File: config.mk
export PLATFORM = sky130hd
export DESIGN_NAME = otter_intr_ctrl
export DESIGN_NICKNAME = d
export VERILOG_FILES = /design/src/rtl/otter_intr_ctrl.sv
export SDC_FILE = /design/constraint.sdc
export NUM_CORES = 1
export LEC_CHECK = 0
export CAP_MARGIN = 10
export CORE_ASPECT_RATIO = 2
export CORE_MARGIN = 4
export CORE_UTILIZATION = 41
export DETAILED_ROUTE_END_ITERATION = 12
export MAX_ROUTING_LAYER = met4
export PLACE_DENSITY = 0.9
export SETUP_SLACK_MARGIN = 0.02
export SYNTH_ARGS = -nofsm -noshare
export SYNTH_HDL_FRONTEND = slang
export SYNTH_SLANG_ARGS = --single-unit
File: constraint.sdc
create_clock -name CLK -period 1.8 [get_ports CLK]
set_input_delay 0.36 -clock CLK [delete_from_list [all_inputs] [get_ports CLK]]
set_output_delay 0.36 -clock CLK [all_outputs]
set_load 0.005 [all_outputs]
File: src/rtl/otter_intr_ctrl.sv
// otter_intr_ctrl: synchronizes/edge-detects IRQs, latches pending, and takes traps or MRET redirects at instruction boundaries
module otter_intr_ctrl #(
  parameter int NUM_SRC     = 4,
  parameter int SYNC_STAGES = 2
) (
  input  logic               CLK,
  input  logic               RESET,
  input  logic [NUM_SRC-1:0] IRQ,
  input  logic               CSR_ME,
  input  logic [31:0]        CSR_MTVEC,
  input  logic [31:0]        CSR_MEPC,
  input  logic               INSTR_DONE,
  input  logic               MRET,
  input  logic               MASK_WE,
  input  logic [NUM_SRC-1:0] MASK_WD,
  output logic               INT_TAKEN,
  output logic               PC_REDIRECT,
  output logic [31:0]        PC_TARGET,
  output logic               RESTORE_ME,
  output logic               MPIE,
  output logic [7:0]         CAUSE,
  output logic [NUM_SRC-1:0] PENDING,
  output logic [NUM_SRC-1:0] MASK
);
  typedef enum logic {RUN, HANDLER} state_t;
  state_t r_state;
  logic [SYNC_STAGES-1:0][NUM_SRC-1:0] r_sync;
  logic [NUM_SRC-1:0] r_prev, w_rise, w_elig, w_clr;
  logic [7:0] w_win;
  logic w_take, w_mret;
  assign w_rise = r_sync[SYNC_STAGES-1] & ~r_prev;
  assign w_elig = PENDING & MASK;
  assign w_mret = INSTR_DONE && MRET;
  assign w_take = INSTR_DONE && !MRET && CSR_ME && (r_state == RUN) && (|w_elig);
  assign w_clr  = w_take ? (NUM_SRC'(1) << w_win) : '0;
  always_comb begin
    w_win = '0;
    for (int i = NUM_SRC - 1; i >= 0; i--) w_win = w_elig[i] ? 8'(i) : w_win;
  end
  // A fresh edge on the bit being serviced is kept: set is applied after clear.
  always_ff @(posedge CLK) begin
    if (RESET) begin
      r_sync  <= '0;
      r_prev  <= '0;
      PENDING <= '0;
      MASK    <= '1;
    end else begin
      r_sync  <= {r_sync[SYNC_STAGES-2:0], IRQ};
      r_prev  <= r_sync[SYNC_STAGES-1];
      PENDING <= (PENDING & ~w_clr) | w_rise;
      MASK    <= MASK_WE ? MASK_WD : MASK;
    end
  end
  always_ff @(posedge CLK) begin
    if (RESET) begin
      r_state     <= RUN;
      INT_TAKEN   <= 1'b0;
      PC_REDIRECT <= 1'b0;
      RESTORE_ME  <= 1'b0;
      PC_TARGET   <= '0;
      MPIE        <= 1'b0;
      CAUSE       <= '0;
    end else begin
      INT_TAKEN   <= w_take;
      PC_REDIRECT <= w_take || w_mret;
      RESTORE_ME  <= w_mret;
      if (w_take) begin
        r_state   <= HANDLER;
        PC_TARGET <= CSR_MTVEC;
        MPIE      <= CSR_ME;
        CAUSE     <= w_win;
      end else if (w_mret) begin
        r_state   <= RUN;
        PC_TARGET <= CSR_MEPC;
      end
    end
  end
endmodule

[Word-level counts from Yosys, hierarchy flattened]
Index checks and enable logic that the tools add are counted.
Word-level totals
  bits of input ports: 78
  output and inout bits: 52
  register bits after elaboration: 65
  word-level logic and storage cells: 38
Cells by class
  reduce and logical (&&, ||, !) cells: 9
  shifts and indexed selects: 1
  multiplexer cells: 9
  bitwise operators: 7
Operators by type and width (number)
  32-bit two-way mux: 2
  4-bit bitwise AND: 3
  2-bit two-way mux: 4
  4-bit NOT: 2
  1-bit by 8-bit left shift with 4-bit output, first input constant: 1
  1-bit logical AND: 5
  4-bit two-way mux: 1
  4-bit bitwise OR: 1
  4-bit OR reduction: 1
  1-bit two-way mux: 2
  2-bit nonzero test: 1
  1-bit zero test: 1
  1-bit logical OR: 1
  1-bit NOT: 1

[Longest topological paths before layout]
Gate-level depths: netlist of the first run.
  word-level depth: 10
  gate-level depth with buffers: 7
  depth with buffers taken out: 3

[Worst setup path before layout of the first run]
No wires, ideal clock.
  path type: in2reg
  from: input INSTR_DONE
  to: register PC_TARGET[10]
  stages on the path: 5
  required time: 1.684 ns
  path buffers: 2
  setup slack: 0.282 ns
  arrival: 1.402 ns
  library setup time: 0.116 ns
  cell sequence: buf_2 > nand2_2 > buf_2 > mux2_2 > o211a_1
On the way
  longest elaborated chain between the ends: 5
  elaborated cells on any way between the ends: 7
  classes of those cells: mux: 1; reduce/logical: 6
Ends and longest elaborated chain
  start: declaration: line 12  | input logic INSTR_DONE,
  1-bit logical AND (4 in a row): line 34  | assign w_take = INSTR_DONE && !MRET && CSR_ME && (r_state == RUN) && (|w_elig);
  32-bit two-way mux or 2-bit nonzero test (tied branches)
  end signal: assignment: line 60  | PC_TARGET <= '0;
  end signal: assignment: line 69  | PC_TARGET <= CSR_MTVEC;
  end signal: assignment: line 74  | PC_TARGET <= CSR_MEPC;
  end: declaration: line 18  | output logic [31:0] PC_TARGET,
Several ways; a longest one is shown, not always the timed one.
A chain may end at the register's enable or synchronous reset.

[Worst setup path after layout of the first run]
  from: register MASK[0]
  to: output MASK[0]
RTL lines
  start: declaration: line 23  | output logic [NUM_SRC-1:0] MASK
  start signal: assignment: line 51  | MASK <= MASK_WE ? MASK_WD : MASK;
No word-level cell between the ends.

==> summary.json, run 1 <==
{
  "run_status": "completed",
  "fillerInstances": 546,
  "cp_cell_sequence": "clkdlybuf4s50_1",
  "period_share": 0.907,
  "global_route_wire_length_before_repair_um": 13100,
  "timing.setup.critical_path_class": "reg -> out",
  "clock_tree_skew_after_final_layout_ns": 0.00747,
  "ys_seq_area_frac": 0.423,
  "post-place-cells": 483,
  "beginning_of_the_critical_path": "MASK[0]",
  "die_area_um2": 8270,
  "gate_count_of_the_mapped_netlist": 283,
  "route.antenna.remaining_nets": 0,
  "cts_inserted_buffers": 9,
  "drt-pass1-iter-count": 4,
  "area_growth_pct": 57.4,
  "postSynth.asyncResetShare": 0,
  "cts_tree": "built",
  "antennaDiodeCount": 0,
  "critPathArrivalTime_ns": 1.27,
  "ctsResizeCount": 0,
  "p_leak_uw": 0.00202,
  "rsz0062_at_grt": "no",
  "hold_path_class": "reg -> reg",
  "hold_end": "r_sync[4]",
  "drive_gt1_frac": 0.146,
  "final_nets": 484,
  "number_of_pins_exceeding_their_max_slew_limit_in_the_final_report": 0,
  "grt_max_degree": 28,
  "antenna_found_initial": 0,
  "per_cell_routed_wire_length_um": 16.5,
  "multi_input_area_um2": 1320,
  "cp_data_required_time_ns": 1.44,
  "timing.final.ws_setup_ns": 0.167,
  "max_fo_critical_path": 5,
  "synth_commonest_cells": "sky130_fd_sc_hd__dfxtp_1, sky130_fd_sc_hd__inv_1, sky130_fd_sc_hd__o211ai_1, sky130_fd_sc_hd__mux2_2, sky130_fd_sc_hd__o211a_1",
  "io_buffers": 123,
  "setup.worst_path.start_class": "flop",
  "total_vias_in_the_final_route": 2570,
  "netlist_top_cells_area": "sky130_fd_sc_hd__dfxtp_1, sky130_fd_sc_hd__mux2_2, sky130_fd_sc_hd__o211a_1",
  "grt_pass1_vias": 2812,
  "clk-insertion-delay-late_ns": 0.32,
  "peakVddDrop_v": 0.000757,
  "cts.htree.levels": 3,
  "synth.largest_area_cell": "sky130_fd_sc_hd__dfxtp_1",
  "vertical_die_dimension_um": 125,
  "postCtsHoldBufs": 0,
  "rows": 42,
  "power.density_cell_area_nw_per_um2": 854,
  "mean_instance_size_in_the_synthesized_netlist_um2": 9.86,
  "r2r_setup_slack_ns": 0.39,
  "core_region_area_um2": 6620,
  "synth_largest_type_area_fraction": 0.423,
  "worstSetupEndpointType": "output port",
  "grtUsageTotal": 0.212,
  "hold_violations": 0,
  "gp_congestion": 0.851,
  "drt-initial-drc-count": 92,
  "critPathBufInv": 1,
  "hold_path.startpoint": "r_sync[0]",
  "setup_viol_count_final": 0,
  "cpPeakStageDelay_ns": 0.56,
  "critical-path-slowest-cell": "sky130_fd_sc_hd__clkdlybuf4s50_1",
  "buffers_inserted_during_post_cts_setup_optimization": 0,
  "grt.overflow.total": 0,
  "detailedPlacementHpwl_um": 6280,
  "layout.cells.non_filler": 498,
  "detail_route.vias_per_cell": 5.16,
  "timing.rr.end": "PC_TARGET[5]",
  "synthFlopType": "sky130_fd_sc_hd__dfxtp_1",
  "fp.dieW_um": 66.3,
  "drv.max_cap_violation_count": 0,
  "ioPinCount": 130,
  "cts.sink_count": 59,
  "routed_wl_um": 8210,
  "clk_transition_reported_paths_ns": 0.05,
  "yosys_warnings": 0,
  "ff2ff_path_depth": 4,
  "cts.path.max_buffers": 2,
  "fmaxAchievable_ghz": 0.612,
  "min_delay_path_depth": 1,
  "drc": 0,
  "synth.distinct_cells": 31,
  "critPathTopFamily": "buffers and inverters",
  "cts_root_buf": "sky130_fd_sc_hd__clkbuf_16",
  "synthesis.area_um2": 2790,
  "preCtsSetupSlack_ns": -0.100,
  "rr_startpoint": "PENDING[0]",
  "seq_area_um2": 1180,
  "synth_edf_count": 0,
  "ys_seq_elements": 59,
  "synth_most_common_cell": "sky130_fd_sc_hd__dfxtp_1",
  "final.min_clock_period_ns": 1.63,
  "starting_utilization_of_the_core_area": 0.421
}
==> registers in the layout, summed over array words and instances, names as in the netlist <==
name and cells:
r_sync 8, PC_REDIRECT 1, MASK 4, MPIE 1
CAUSE 2, RESTORE_ME 1, r_prev 4, PENDING 4
INT_TAKEN 1, PC_TARGET 32, r_state 1
==> metrics by stage <==
stage                     hold WS [ns]  power (uW)  TNS, ns  cell area (um^2)  utilization
after floorplan                  0.414        1720        0              2810            -
after global placement           0.417        2060   -0.229              4090        0.618
after detailed placement         0.430        2080    -1.99              4090        0.618
after CTS                        0.441        3790        0              4390        0.663
after global routing             0.458        3910        0              4390        0.663
final                            0.440        3750        0              4390        0.663
==> logic make-up (layout without fill, tap and decap cells) <==
| kind of cell | after synthesis | after routing | synth area share |
|---|---|---|---|
| DFF | 59 | 59 | 0.423 |
| AOI/OAI and AO/OA | 87 | 87 | 0.247 |
| buffers and inverters | 59 | 181 | 0.110 |
| other | 1 | 6 | 0.00134 |
| muxes | 34 | 34 | 0.133 |
| and+or+nand+nor | 43 | 43 | 0.0861 |
==> layout by cell type (no fill, tap or decap), drive strengths merged <==
cell | netlist | layout
o221a | 1 | 1
mux2i | 10 | 10
nand2b | 4 | 4
o21a | 2 | 2
o31ai | 2 | 2
clkdlybuf4s50 | 0 | 123
and4bb | 1 | 1
a21boi | 8 | 8
and3 | 8 | 8
nand4bb | 1 | 1
a211oi | 1 | 1
conb | 1 | 6
nor2 | 2 | 2
a22o | 2 | 2
clkinv | 1 | 2
dfxtp | 59 | 59
o211ai | 26 | 26
a32oi | 1 | 1
clkbuf | 11 | 11
o211a | 24 | 24
bufinv | 0 | 1
a21bo | 2 | 2
buf | 21 | 16
mux2 | 24 | 24
a21oi | 7 | 7
o21ai | 11 | 11
nand2 | 15 | 15
inv | 26 | 26
nor2b | 12 | 12
clkinvlp | 0 | 2
==> how the worst max path moves through the flow <==
stage / endpoint / cells past startpoint
2_1_floorplan: PC_TARGET[10] / 5
3_3_place_gp: PC_TARGET[24] / 5
3_5_place_dp: CAUSE[1] / 5
4_1_cts: PENDING[2] / 1
5_1_grt: MASK[0] / 1
6_report: MASK[0] / 1
==> layer usage <==
layer,GRT usage,vias to the layer above,wire length [um]
met3,0.0433,39,383
met4,0.152,0,551
met1,0.202,1197,2750
met2,0.362,100,4520
li1,-,1234,-
met5,-,-,0
==> power by group <==
| group | switching [uW] | internal [uW] |
|---|---|---|
| Clock | 565 | 1130 |
| Sequential | 43.1 | 1390 |
| Combinational | 225 | 398 |
==> layout make-up <==
cell class	instances	share of cell area
clock buffer	11	0.0575
timing repair buffer	139	0.313
clock inverter	4	0.0114
tap	88	0.0251
multi-input combinational	170	0.301
sequential	59	0.269
inverter	27	0.0231
No activity file was read; power rests on OpenSTA's default activity.
==> run 2, diff against run 1 <==
Settings changed: RECOVER_POWER from default to 50.
==> run 2 against run 1 <==
Core utilization down 0.13 points. Wire length up 0.16%. Fmax about the same. Clock power about the same. Combinational power down 3%. Die area unchanged. Sequential power about the same. Clock skew about the same. Via count up 0.97%. Critical endpoint is now PENDING[2]. Highest routed layer unchanged.
==> summary.json, run 2 (same netlist as run 1, synthesis figures left out) <==
{
  "run_status": "completed",
  "detail_route.vias_per_cell": 5.21,
  "multi_input_area_um2": 1320,
  "setup.worst_path.start_class": "flop",
  "critPathBufInv": 1,
  "total_vias_in_the_final_route": 2595,
  "placed_area_um2": 4090,
  "route.met3.wl_um": 402,
  "cts.sink_count": 59,
  "seq_area_um2": 1180,
  "largest_registers": "PC_TARGET x32, r_sync x8",
  "worstSetupEndpointType": "output port",
  "per_cell_routed_wire_length_um": 16.5,
  "number_of_pins_exceeding_their_max_slew_limit_in_the_final_report": 0,
  "cp_cell_sequence": "clkdlybuf4s50_1",
  "antennaDiodeCount": 0,
  "clk-insertion-delay-late_ns": 0.32,
  "clk_transition_reported_paths_ns": 0.05,
  "flip_flop_count_of_the_largest_register_all_copies_and_words_added": 32,
  "grt_max_degree": 28,
  "final_nets": 484,
  "fin_tns_setup_ns": 0,
  "area_growth_pct": 57.1,
  "tightestPinTransition_ns": 0.886,
  "postLayoutCellArea_um2": 4380,
  "relSlewSlack": 0.409,
  "drt-initial-drc-count": 99,
  "drt-pass1-iter-count": 5,
  "grtUsageTotal": 0.212,
  "cts_tree": "built",
  "highest_layer": "met4",
  "power.density_cell_area_nw_per_um2": 851,
  "detailedPlacementHpwl_um": 6280,
  "met1Wirelength_um": 2740,
  "cts_root_buf": "sky130_fd_sc_hd__clkbuf_16",
  "hold_path_class": "reg -> reg",
  "design_power_total_uw": 3730,
  "max_fo_critical_path": 5,
  "fmaxAchievable_ghz": 0.613,
  "global_route_wire_length_before_repair_um": 13100,
  "grt_pass1_vias": 2812,
  "drive_gt1_frac": 0.144,
  "timing.setup.critical_path_class": "reg -> out",
  "cp_data_required_time_ns": 1.44,
  "cts_inserted_buffers": 9,
  "postCtsHoldBufs": 0,
  "fp.dieW_um": 66.3,
  "rsz0062_at_grt": "no",
  "core_region_area_um2": 6620,
  "final_common_cell": "sky130_fd_sc_hd__clkdlybuf4s50_1",
  "ioPinCount": 130,
  "grt.overflow.total": 0,
  "drv.max_cap_violation_count": 0,
  "gp_congestion": 0.851,
  "io_buffers": 123,
  "period_share": 0.907,
  "critPathArrivalTime_ns": 1.27,
  "final.min_clock_period_ns": 1.63,
  "routed-wl-met2_um": 4530,
  "die_area_um2": 8270,
  "fillerInstances": 550,
  "hold_violations": 0,
  "buffers_inserted_during_post_cts_setup_optimization": 0,
  "clock_tree_skew_after_final_layout_ns": 0.00748,
  "cpPeakStageDelay_ns": 0.54,
  "drc": 0,
  "antenna_found_initial": 0,
  "critical-path-slowest-cell": "sky130_fd_sc_hd__clkdlybuf4s50_1",
  "routed_wl_um": 8220,
  "cts.path.max_buffers": 2,
  "peakVddDrop_v": 0.000757,
  "vertical_die_dimension_um": 125,
  "ctsResizeCount": 0,
  "cts.htree.levels": 3,
  "route.antenna.remaining_nets": 0,
  "p_leak_uw": 0.00209,
  "critPathTopFamily": "buffers and inverters",
  "rows": 42,
  "most-common-layout-cells": "sky130_fd_sc_hd__clkdlybuf4s50_1, sky130_fd_sc_hd__dfxtp_1, sky130_fd_sc_hd__inv_1, sky130_fd_sc_hd__o211ai_1, sky130_fd_sc_hd__dlygate4sd3_1",
  "setup_viol_count_final": 0,
  "starting_utilization_of_the_core_area": 0.421,
  "max_flop_register": "PC_TARGET"
}
## run 2: cell types whose count changed in the layout (fill, tap and decap cells not counted)
| cell | before | now |
|---|---|---|
| sky130_fd_sc_hd__dlygate4sd3_1 | 0 | 26 |
| sky130_fd_sc_hd__clkdlybuf4s50_1 | 123 | 97 |
| sky130_fd_sc_hd__buf_4 | 14 | 11 |
| sky130_fd_sc_hd__clkbuf_2 | 0 | 2 |
| sky130_fd_sc_hd__clkbuf_1 | 0 | 1 |
## run 2: cell type report
cell class,count,area share
Clock buffer,11,0.0576
Multi-Input combinational cell,170,0.301
Sequential cell,59,0.269
Timing Repair Buffer,139,0.312
Inverter,27,0.0231
Clock inverter,4,0.0114
Tap cell,88,0.0251
## run 2: layer usage
metal  track usage  vias up
met5             -        -
met4         0.152        0
met3        0.0433       43
met2         0.362      106
met1         0.202     1209
li1              -     1237
## run 2: worst paths after layout
kind,from,end,slack (ns),cells past startpoint
min reg2reg,r_sync[0],r_sync[4],0.44,1
min,r_sync[0],r_sync[4],0.44,1
max reg2reg,PENDING[0],PC_TARGET[5],0.36,4
max,PENDING[2],PENDING[2],0.17,1
## run 2: stage by stage
| stage | setup WS (ns) | std cells | hold slack, ns | util |
|---|---|---|---|---|
| global route | 0.108 | 498 | 0.458 | 0.662 |
| global placement | -0.0227 | 483 | 0.417 | 0.618 |
| finish | 0.168 | 498 | 0.440 | 0.662 |
| detailed placement | -0.100 | 483 | 0.430 | 0.618 |
| floorplan | 0.282 | 288 | 0.414 | - |
| CTS | 0.151 | 498 | 0.441 | 0.663 |
## run 2: power breakdown
group | leakage, uW | internal (uW) | switching, uW
sequential | 0.000484 | 1390 | 41.4
combinational | 0.00146 | 382 | 225
clock | 0.000144 | 1130 | 564
total | 0.00209 | 2900 | 830
==> run 3, diff against run 2 <==
Settings changed: GPL_ROUTABILITY_DRIVEN from default to 1.
==> results of run 3 <==
The final DEF is identical to that of run 2; final timing and power are the same.
